**config.mk**
```make
export PLATFORM = sky130hd
export DESIGN_NAME = mem_rd_ctrl_flat
export DESIGN_NICKNAME = d
export VERILOG_FILES = /design/src/rtl/mem_rd_ctrl_pkg.sv /design/src/rtl/mem_rd_ctrl_if.sv /design/src/rtl/mem_rd_ctrl_rr_arb.sv /design/src/rtl/mem_rd_ctrl.sv /design/src/flat_wrapper.sv
export SDC_FILE = /design/constraint.sdc
export NUM_CORES = 1
export LEC_CHECK = 0
export CORE_MARGIN = 2
export CORE_UTILIZATION = 45
export DETAILED_ROUTE_END_ITERATION = 6
export PLACE_DENSITY = 0.85
export SLEW_MARGIN = 0
export SYNTH_ARGS = -nofsm -noshare
export SYNTH_HDL_FRONTEND = slang
export SYNTH_HIERARCHICAL = 1
export SYNTH_SLANG_ARGS = --single-unit
```
**constraint.sdc**
```tcl
create_clock -name clk -period 4.1 [get_ports clk]
set_input_delay 0.82 -clock clk [delete_from_list [all_inputs] [get_ports clk]]
set_output_delay 0.82 -clock clk [all_outputs]
set_load 0.03 [all_outputs]
```
**src/rtl/mem_rd_ctrl_pkg.sv**
```systemverilog
// -----------------------------------------------------------------------------
// mem_rd_ctrl_pkg
// Shared types and defaults for the multi-channel memory read controller.
//   state_e      : controller FSM states (IDLE, HOLD, RESP)
//   DEF_*        : default parameter values used by the interface and modules
//   idx_w()      : width of a channel index, never narrower than one bit
// -----------------------------------------------------------------------------
package mem_rd_ctrl_pkg;

  typedef enum logic [1:0] {
    IDLE = 2'd0,
    HOLD = 2'd1,
    RESP = 2'd2
  } state_e;

  localparam int DEF_NUM_CH  = 4;
  localparam int DEF_ADDR_W  = 8;
  localparam int DEF_DATA_W  = 8;
  localparam int DEF_RD_HOLD = 2;

  // A single-channel build still needs a 1-bit index/pointer.
  function automatic int idx_w(input int n);
    return (n > 1) ? $clog2(n) : 1;
  endfunction

endpackage

```
**src/rtl/mem_rd_ctrl_if.sv**
```systemverilog
// -----------------------------------------------------------------------------
// mem_rd_ctrl_if
// Bundles the requester handshake, memory bus and response signals of
// mem_rd_ctrl.
//   ce         : chip enable, gates acceptance of new requests
//   req        : per-channel level request, held until gnt
//   req_addr   : per-channel read address
//   gnt        : one-hot single-cycle accept pulse
//   mem_rd     : memory read strobe
//   mem_addr   : memory address
//   mem_rdata  : memory read data
//   rsp_valid  : single-cycle response pulse
//   rsp_ch     : channel the response belongs to
//   rsp_data   : captured read data
//   busy       : controller not idle
// Modports:
//   master : requester / memory side (drives ce, req, req_addr, mem_rdata)
//   slave  : the controller itself
// -----------------------------------------------------------------------------
interface mem_rd_ctrl_if
  import mem_rd_ctrl_pkg::*;
#(
  parameter int NUM_CH = DEF_NUM_CH,
  parameter int ADDR_W = DEF_ADDR_W,
  parameter int DATA_W = DEF_DATA_W
) ();

  localparam int IDX_W = idx_w(NUM_CH);

  logic                           ce;
  logic [NUM_CH-1:0]              req;
  logic [NUM_CH-1:0][ADDR_W-1:0]  req_addr;
  logic [NUM_CH-1:0]              gnt;
  logic                           mem_rd;
  logic [ADDR_W-1:0]              mem_addr;
  logic [DATA_W-1:0]              mem_rdata;
  logic                           rsp_valid;
  logic [IDX_W-1:0]               rsp_ch;
  logic [DATA_W-1:0]              rsp_data;
  logic                           busy;

  modport master (
    output ce, req, req_addr, mem_rdata,
    input  gnt, mem_rd, mem_addr, rsp_valid, rsp_ch, rsp_data, busy
  );

  modport slave (
    input  ce, req, req_addr, mem_rdata,
    output gnt, mem_rd, mem_addr, rsp_valid, rsp_ch, rsp_data, busy
  );

endinterface

```
**src/rtl/mem_rd_ctrl_rr_arb.sv**
```systemverilog
// -----------------------------------------------------------------------------
// mem_rd_ctrl_rr_arb
// Combinational round-robin selector.
//   req : request vector
//   ptr : highest-priority channel for this decision
//   gnt : one-hot grant (all zero when nothing requests)
//   idx : index of the granted channel
//   any : at least one request present
// The search starts at ptr and wraps: the lowest requesting channel at or
// above ptr wins, otherwise the lowest requesting channel overall.
// -----------------------------------------------------------------------------
module mem_rd_ctrl_rr_arb
  import mem_rd_ctrl_pkg::*;
#(
  parameter int NUM_CH = DEF_NUM_CH,
  parameter int IDX_W  = idx_w(NUM_CH)
) (
  input  logic [NUM_CH-1:0] req,
  input  logic [IDX_W-1:0]  ptr,
  output logic [NUM_CH-1:0] gnt,
  output logic [IDX_W-1:0]  idx,
  output logic              any
);

  logic             hi_found;
  logic             lo_found;
  logic [IDX_W-1:0] hi_idx;
  logic [IDX_W-1:0] lo_idx;

  always_comb begin
    hi_found = 1'b0;
    lo_found = 1'b0;
    hi_idx   = '0;
    lo_idx   = '0;
    // Descending scan so the last hit is the lowest qualifying index.
    for (int i = NUM_CH - 1; i >= 0; i--) begin
      if (req[i]) begin
        lo_found = 1'b1;
        lo_idx   = IDX_W'(i);
      end
      if (req[i] && (i >= int'(ptr))) begin
        hi_found = 1'b1;
        hi_idx   = IDX_W'(i);
      end
    end
    idx = hi_found ? hi_idx : lo_idx;
    any = lo_found;
    gnt = '0;
    for (int i = 0; i < NUM_CH; i++) begin
      gnt[i] = lo_found && (idx == IDX_W'(i));
    end
  end

endmodule

```
**src/rtl/mem_rd_ctrl.sv**
```systemverilog
// -----------------------------------------------------------------------------
// mem_rd_ctrl
// Arbitrates NUM_CH read requesters onto one memory read port. A request is
// accepted in IDLE (ce=1), mem_rd is then held for RD_HOLD cycles with a
// stable address, the read data is captured and returned with a one-cycle
// rsp_valid pulse. Latency accept->rsp_valid is RD_HOLD+1 cycles, one read
// per RD_HOLD+2 cycles.
// Ports:
//   clk : clock, all logic on posedge
//   rst : synchronous active-low reset
//   bus : mem_rd_ctrl_if.slave (ce, req, req_addr, gnt, mem_rd, mem_addr,
//         mem_rdata, rsp_valid, rsp_ch, rsp_data, busy)
// Parameters: NUM_CH (1..16), ADDR_W, DATA_W, RD_HOLD (>=1)
// Configuration: define MEM_RD_CTRL_ASSERT_EN to compile in protocol
// assertions; without it the design contains no assertion code.
// -----------------------------------------------------------------------------
module mem_rd_ctrl
  import mem_rd_ctrl_pkg::*;
#(
  parameter int NUM_CH  = DEF_NUM_CH,
  parameter int ADDR_W  = DEF_ADDR_W,
  parameter int DATA_W  = DEF_DATA_W,
  parameter int RD_HOLD = DEF_RD_HOLD
) (
  input  logic          clk,
  input  logic          rst,
  mem_rd_ctrl_if.slave  bus
);

  localparam int IDX_W = idx_w(NUM_CH);
  localparam int CNT_W = idx_w(RD_HOLD);

  if (RD_HOLD < 1) begin : g_bad_rd_hold
    $error("mem_rd_ctrl: RD_HOLD must be >= 1");
  end
  if ((NUM_CH < 1) || (NUM_CH > 16)) begin : g_bad_num_ch
    $error("mem_rd_ctrl: NUM_CH must be in 1..16");
  end

  state_e            state;
  logic [CNT_W-1:0]  cnt;
  logic [IDX_W-1:0]  ptr;
  logic [IDX_W-1:0]  sel;
  logic [NUM_CH-1:0] gnt_q;
  logic              mem_rd_q;
  logic [ADDR_W-1:0] mem_addr_q;
  logic              rsp_valid_q;
  logic [IDX_W-1:0]  rsp_ch_q;
  logic [DATA_W-1:0] rsp_data_q;
  logic              busy_q;

  logic [NUM_CH-1:0] arb_gnt;
  logic [IDX_W-1:0]  arb_idx;
  logic              arb_any;
  logic [ADDR_W-1:0] sel_addr;
  logic [IDX_W-1:0]  ptr_nxt;

  mem_rd_ctrl_rr_arb #(
    .NUM_CH (NUM_CH),
    .IDX_W  (IDX_W)
  ) u_arb (
    .req (bus.req),
    .ptr (ptr),
    .gnt (arb_gnt),
    .idx (arb_idx),
    .any (arb_any)
  );

  // One-hot address mux driven by the arbiter grant.
  always_comb begin
    sel_addr = '0;
    for (int i = 0; i < NUM_CH; i++) begin
      if (arb_gnt[i]) sel_addr = bus.req_addr[i];
    end
  end

  // Next round-robin start: channel after the one being granted.
  assign ptr_nxt = (arb_idx == IDX_W'(NUM_CH - 1)) ? '0 : arb_idx + IDX_W'(1);

  always_ff @(posedge clk) begin
    if (!rst) begin
      state       <= IDLE;
      cnt         <= '0;
      ptr         <= '0;
      sel         <= '0;
      gnt_q       <= '0;
      mem_rd_q    <= 1'b0;
      mem_addr_q  <= '0;
      rsp_valid_q <= 1'b0;
      rsp_ch_q    <= '0;
      rsp_data_q  <= '0;
      busy_q      <= 1'b0;
    end else begin
      gnt_q       <= '0;
      rsp_valid_q <= 1'b0;
      case (state)
        IDLE: begin
          if (bus.ce && arb_any) begin
            sel        <= arb_idx;
            gnt_q      <= arb_gnt;
            mem_addr_q <= sel_addr;
            mem_rd_q   <= 1'b1;
            cnt        <= CNT_W'(RD_HOLD - 1);
            ptr        <= ptr_nxt;
            busy_q     <= 1'b1;
            state      <= HOLD;
          end
        end
        HOLD: begin
          // cnt counts the HOLD cycles still to go after the current one.
          if (cnt == '0) begin
            mem_rd_q    <= 1'b0;
            rsp_data_q  <= bus.mem_rdata;
            rsp_valid_q <= 1'b1;
            rsp_ch_q    <= sel;
            state       <= RESP;
          end else begin
            cnt <= cnt - CNT_W'(1);
          end
        end
        RESP: begin
          busy_q <= 1'b0;
          state  <= IDLE;
        end
        default: begin
          mem_rd_q <= 1'b0;
          busy_q   <= 1'b0;
          state    <= IDLE;
        end
      endcase
    end
  end

  assign bus.gnt       = gnt_q;
  assign bus.mem_rd    = mem_rd_q;
  assign bus.mem_addr  = mem_addr_q;
  assign bus.rsp_valid = rsp_valid_q;
  assign bus.rsp_ch    = rsp_ch_q;
  assign bus.rsp_data  = rsp_data_q;
  assign bus.busy      = busy_q;

`ifdef MEM_RD_CTRL_ASSERT_EN
  a_gnt_onehot : assert property (@(posedge clk) disable iff (!rst)
    $onehot0(gnt_q));

  a_rsp_one_cycle : assert property (@(posedge clk) disable iff (!rst)
    rsp_valid_q |=> !rsp_valid_q);

  a_rd_hold_len : assert property (@(posedge clk) disable iff (!rst)
    $rose(mem_rd_q) |-> mem_rd_q [*RD_HOLD] ##1 !mem_rd_q);

  a_addr_stable : assert property (@(posedge clk) disable iff (!rst)
    (mem_rd_q && $past(mem_rd_q)) |-> $stable(mem_addr_q));
`else
`endif

endmodule

```
**src/flat_wrapper.sv**
```systemverilog
// flat-port wrapper written by rule: the top's interface ports become plain ports
module mem_rd_ctrl_flat import mem_rd_ctrl_pkg::*;
#(
  parameter int NUM_CH  = DEF_NUM_CH,
  parameter int ADDR_W  = DEF_ADDR_W,
  parameter int DATA_W  = DEF_DATA_W,
  parameter int RD_HOLD = DEF_RD_HOLD
)
  (clk, rst, bus_ce, bus_req, bus_req_addr, bus_mem_rdata, bus_gnt, bus_mem_rd, bus_mem_addr, bus_rsp_valid, bus_rsp_ch, bus_rsp_data, bus_busy);
  mem_rd_ctrl_if #(.NUM_CH(NUM_CH), .ADDR_W(ADDR_W), .DATA_W(DATA_W)) bus_i ();
  input  logic clk;
  input  logic rst;
  input wire logic [$bits(bus_i.ce)-1:0] bus_ce;
  input wire logic [$bits(bus_i.req)-1:0] bus_req;
  input wire logic [$bits(bus_i.req_addr)-1:0] bus_req_addr;
  input wire logic [$bits(bus_i.mem_rdata)-1:0] bus_mem_rdata;
  output wire logic [$bits(bus_i.gnt)-1:0] bus_gnt;
  output wire logic [$bits(bus_i.mem_rd)-1:0] bus_mem_rd;
  output wire logic [$bits(bus_i.mem_addr)-1:0] bus_mem_addr;
  output wire logic [$bits(bus_i.rsp_valid)-1:0] bus_rsp_valid;
  output wire logic [$bits(bus_i.rsp_ch)-1:0] bus_rsp_ch;
  output wire logic [$bits(bus_i.rsp_data)-1:0] bus_rsp_data;
  output wire logic [$bits(bus_i.busy)-1:0] bus_busy;
  assign bus_i.ce = bus_ce;
  assign bus_i.req = bus_req;
  assign bus_i.req_addr = bus_req_addr;
  assign bus_i.mem_rdata = bus_mem_rdata;
  assign bus_gnt = bus_i.gnt;
  assign bus_mem_rd = bus_i.mem_rd;
  assign bus_mem_addr = bus_i.mem_addr;
  assign bus_rsp_valid = bus_i.rsp_valid;
  assign bus_rsp_ch = bus_i.rsp_ch;
  assign bus_rsp_data = bus_i.rsp_data;
  assign bus_busy = bus_i.busy;
  mem_rd_ctrl #(.NUM_CH(NUM_CH), .ADDR_W(ADDR_W), .DATA_W(DATA_W), .RD_HOLD(RD_HOLD)) u_core (.clk(clk), .rst(rst), .bus(bus_i));
endmodule
```
Word level (Yosys, flattened, before mapping)
Cells that the tools add are included.
{"block": "totals", "regBits": 32, "wordCells": 75}
{"block": "op_classes", "addsub": 2, "order_cmp": 3, "n_eq_ne": 7, "muxes": 30, "bitwise_logic": 3, "n_reduce_logical": 19}
{"operator": "$mux 8", "n": 4}
{"operator": "$mux 2", "n": 11}
{"operator": "$reduce_and 2->1", "n": 6}
{"operator": "$mux 1", "n": 11}
{"operator": "$logic_and 1x1->1", "n": 8}
{"operator": "$eq 2x2->1 const B", "n": 3}
{"operator": "$reduce_and 3->1", "n": 2}
{"operator": "$eq 2x1->1 const B", "n": 2}
{"operator": "$ge 1x2->1 const A", "n": 2}
{"operator": "$logic_not 2->1", "n": 2}
{"operator": "$pmux 1 s2", "n": 2}
{"operator": "$pmux 2 s2", "n": 1}
{"operator": "$not 1->1", "n": 3}
{"operator": "$pmux 1 s3", "n": 1}
{"operator": "$add 2x1->2 const B", "n": 1}
{"operator": "$ge 2x2->1 const A", "n": 1}
{"operator": "$ne 2x1->1 const B", "n": 1}
{"operator": "$ne 2x2->1 const B", "n": 1}
{"operator": "$reduce_bool 2->1", "n": 1}
{"operator": "$sub 1x1->1 const B", "n": 1}

Longest topological paths before layout
{"block": "depth", "word_depth": 12, "mapped_depth": 9}

Cells and area by module
Netlist, hierarchy kept.
{"module": "mem_rd_ctrl", "instances": 1, "cells_per_inst": 151, "area_each_um2": 1455.1}
{"module": "mem_rd_ctrl_rr_arb", "instances": 1, "cells_per_inst": 31, "area_each_um2": 221.5}

Worst setup path after synthesis
OpenSTA, ideal clock, no wires.
{"block": "synth_path", "path_kind": "input to register", "startpoint": "input port bus_req[3]", "endpoint": "register u_core.mem_addr_q[6], in the netlist u_core/bus.mem_addr[6]", "setup_ps": 74, "arrival_ps": 2080, "required_ps": 4026, "slack_ps": 1946, "path_stages": 9, "n_path_buf": 3, "cell_sequence": "buf_6 -> a21o_1 -> a21oi_1 -> o21a_1 -> buf_6 -> buf_4 -> a21oi_1 -> a221o_1 -> a31oi_1"}
{"item": "from (decl)", "line": "flat_wrapper.sv:14", "text": "input wire logic [$bits(bus_i.req)-1:0] bus_req;"}
{"item": "$mux 2 / $mux 1 (equally long branches)", "line": "mem_rd_ctrl_rr_arb.sv:37, mem_rd_ctrl_rr_arb.sv:41"}
{"item": "$mux 2, or another cell as far along (3 in a row)", "line": "mem_rd_ctrl_rr_arb.sv:37", "text": "if (req[i]) begin"}
{"item": "$mux 2", "line": "mem_rd_ctrl_rr_arb.sv:46", "text": "idx = hi_found ? hi_idx : lo_idx;"}
{"item": "$eq 2x2->1", "line": "mem_rd_ctrl_rr_arb.sv:50", "text": "gnt[i] = lo_found && (idx == IDX_W'(i));"}
{"item": "$logic_and 1x1->1 *", "line": "mem_rd_ctrl_rr_arb.sv:50"}
{"item": "net u_core.arb_gnt[2]", "line": "mem_rd_ctrl.sv:52", "text": "logic [NUM_CH-1:0] arb_gnt;"}
{"item": "$mux 8 * (2 in a row)", "line": "mem_rd_ctrl.sv:73", "text": "if (arb_gnt[i]) sel_addr = bus.req_addr[i];"}
{"item": "to (signal assigned)", "line": "mem_rd_ctrl.sv:101", "text": "mem_addr_q <= sel_addr;"}
{"item": "to (decl)", "line": "mem_rd_ctrl.sv:46", "text": "logic [ADDR_W-1:0] mem_addr_q;"}
Mark *: on every way through the listed nets, which the timed path passes. The rest lies on a longest branch.
A chain may end at the register's enable or synchronous reset.

Worst setup path in the final report
{"block": "layout_path", "startpoint": "input port bus_req[2]", "endpoint": "register u_core.mem_addr_q[7], in the netlist u_core/bus.mem_addr[7]"}
{"item": "$logic_and 1x1->1", "line": "mem_rd_ctrl_rr_arb.sv:41", "text": "if (req[i] && (i >= int'(ptr))) begin"}
{"item": "$mux 2 / $mux 1 (equally long branches) (3 in a row)", "line": "mem_rd_ctrl_rr_arb.sv:41"}
{"item": "$mux 2", "line": "mem_rd_ctrl_rr_arb.sv:46"}
{"item": "$eq 2x1->1", "line": "mem_rd_ctrl_rr_arb.sv:50"}
{"item": "$logic_and 1x1->1 *", "line": "mem_rd_ctrl_rr_arb.sv:50"}
{"item": "net u_core.arb_gnt[1]", "line": "mem_rd_ctrl.sv:52"}
{"item": "$mux 8 * (3 in a row)", "line": "mem_rd_ctrl.sv:73"}
Marked as above.

==> impl_metrics.json <==
{
  "clk_latency_ns": 0.28,
  "ant_nets": 0,
  "status": "finished, final reports clean",
  "tightest_slew_ns": 0.948,
  "drc": 0,
  "cts_num_sinks": 32,
  "setup_ws_ns": 1.43,
  "cap_violations": 0,
  "dr.pass1.iters": 4,
  "clkTransAtPathRegs_ns": 0.07,
  "dpl_cell_area_sq_um": 2310,
  "drv_slew": 0,
  "nFillCells": 324,
  "viasPerCell": 5.19,
  "initial_core_util_pct": 46.1,
  "grt_pass1_vias": 1416,
  "ys_types": 33,
  "wirelength_mm": 3.93,
  "cts_hold_buf": 0,
  "synth.top_cell.area_share_pct": 38.2,
  "use_met3_pct": 5.73,
  "worstReg2RegStart": "u_core/ptr[1]",
  "reg2reg_slack_ns": 2.08,
  "ys_async_sr_fraction_pct": 0,
  "hold_end": "u_core/bus.rsp_data[7]",
  "cts_buffer_depth": 2,
  "num_antenna_cells": 0,
  "grt_max_degree": 33,
  "io_buffers": 71,
  "hold_path_class": "reg2reg",
  "yosysWarnings": 6,
  "synth_flop_cell": "dfxtp_1",
  "setup_tns_ns": 0,
  "pin_count": 72,
  "r2r_cells": 6,
  "fin_util_pct": 66.7,
  "cts_setup_buffers": 0,
  "worst-path-max-fanout": 17,
  "via_count": 1521,
  "dieArea_sq_um": 4230,
  "fmax_mhz": 374,
  "synth.avg_cell_area_sq_um": 9.21,
  "grt_overflow": 0,
  "dp_hpwl_mm": 2.77,
  "ys_seq_elements": 32,
  "core_area_sq_um": 3630,
  "required_ns": 4.31,
  "htree_levels": 2,
  "synth_top_area_cell": "dfxtp_1",
  "grt-busiest-layer": "met2",
  "syn_to_final_growth_pct": 44.6,
  "dieHeight_microns": 65.0,
  "skew_ns": 0.00799,
  "cts-root-buf": "clkbuf_8",
  "rows": 22,
  "criticalPathCategory": "in2reg",
  "multi_input_area_sq_um": 852,
  "grtUsageMet2_pct": 31.8,
  "synth_area_leaders": "dfxtp_1 (38%), mux2i_1 (9.0%), nor2b_1 (6.3%)",
  "power_leakage_nw": 0.907,
  "synth-edff-count": 0,
  "rsz0062_at_grt": "no",
  "worstReg2RegEnd": "u_core/bus.mem_addr[7]",
  "synth.cell_area_sq_um": 1680,
  "holdPathStages": 2,
  "track_usage_pct": 19.5,
  "setup_viol": 0,
  "drt_iter0_drc": 71,
  "cts_tree": "yes",
  "drive_gt1_share_pct": 5.31,
  "crit_path_start_kind": "input pin",
  "seq_area_frac_synth_pct": 38.2,
  "gp_congestion": 0.892,
  "crit_arrival_ns": 2.88,
  "cp-end-kind": "flip-flop",
  "syn-num-nets": 230,
  "grtUsageMet1_pct": 23.8,
  "period_share_pct": 65.2,
  "die_width_microns": 65.0,
  "nNetsFinal": 292,
  "wl_per_cell_microns": 13.4,
  "cts_buffers": 5,
  "pre_cts_ws_ns": 1.16,
  "grt_pass1_wl_mm": 6.49,
  "min_period_ns": 2.67,
  "hold_viol_final": 0,
  "fin_area_sq_um": 2420,
  "cts_resized": 0,
  "ff_latch_area_sq_um": 641,
  "min_from": "u_core/bus.rsp_data[7]",
  "slew_headroom_pct": 36.6,
  "vdd_drop_max_mv": 0.230,
  "antenna_found_initial": 0,
  "synthCells": 182,
  "powerDensity_nw_per_um2": 368
}
[synthesized netlist by cell type, types with 3 or more instances]
master    instances
a21oi_1          12
a221o_1           8
a31oi_1           9
and2_1            4
and3_1            5
buf_6             9
clkbuf_1          3
dfxtp_1          32
inv_1            11
mux2i_1          15
nand2_1          10
nand3b_1          8
nor2_1            6
nor2b_1          17
o21a_1            3
o21ai_0           3
o21ai_1           7
[layer usage]
metal  up-vias  wire length, microns
met5         -                     0
met4         0                    60
met3         9                   239
met2        50                  1910
met1       697                  1720
li1        765                     -
[worst max-delay path by stage]
stage	startpoint	end	slack, ns	depth (start not counted)
after floorplan	bus_req[3]	u_core/bus.mem_addr[6]	1.95	9
after global placement	bus_req[2]	u_core/bus.mem_addr[3]	1.26	7
after detailed placement	bus_req[3]	u_core/bus.mem_addr[7]	1.16	7
after CTS	bus_req[2]	u_core/bus.mem_addr[7]	1.45	7
after global routing	bus_req[2]	u_core/bus.mem_addr[7]	1.26	7
final	bus_req[2]	u_core/bus.mem_addr[7]	1.43	7
[layout make-up]
| cell class | instances | share of cell area [%] |
|---|---|---|
| Clock inverter | 3 | 1.76 |
| Inverter | 11 | 1.70 |
| Timing Repair Buffer | 72 | 29.6 |
| Sequential cell | 32 | 26.4 |
| Multi-Input combinational cell | 122 | 35.2 |
| Tap cell | 48 | 2.48 |
| Clock buffer | 5 | 2.84 |
[layout by cell type, fill, tap and decap left out, drive strengths merged, types with 4 or more instances in the layout]
master         synthesis  layout
a21oi                 12      12
a221o                  8       8
a31oi                  9       9
and2                   4       4
and3                   5       5
clkbuf                 4       5
clkdlybuf4s50          0      71
dfxtp                 32      32
inv                   11      11
mux2i                 15      15
nand2                 10      10
nand3b                 8       8
nor2                   6       6
nor2b                 17      17
o21ai                 10      10
[worst max-delay path, cell delays in order]
cell and delay, ns:
clkdlybuf4s50_1 0.59, nor2b_1 0.22, o21ai_0 0.14, and3_1 0.47, a21oi_1 0.12, a221o_1 0.34
a31oi_1 0.17
[registers in the layout, indices dropped and copies added (netlist names), 2 cells and up]
signal	flops
u_core/state	2
u_core/bus.rsp_data	8
u_core/bus.mem_addr	8
u_core/bus.rsp_ch	2
u_core/ptr	2
u_core/sel	2
u_core/bus.gnt	4
[metrics by stage]
step	power [mW]	std cells	hold WS, ns
floorplan	0.520	182	0.482
global placement	0.596	285	0.497
detailed placement	0.600	285	0.504
CTS	0.896	293	0.525
global route	0.936	293	0.543
finish	0.892	293	0.523
[power by group]
group | switching, mW | internal [mW]
Sequential | 0.0180 | 0.334
Combinational | 0.115 | 0.127
Clock | 0.118 | 0.180
Total | 0.251 | 0.641
[cells by family (layout without fill, tap and decap cells)]
kind of cell | count (synthesis) | count (layout) | synth area share (%)
DFF | 32 | 32 | 38.2
buffers and inverters | 28 | 91 | 11.0
muxes | 15 | 15 | 8.95
adders and majority gates | 1 | 1 | 0.746
AOI/OAI and AO/OA | 51 | 51 | 20.8
and+or+nand+nor | 55 | 55 | 20.3
(Power assumes the default switching activity.)
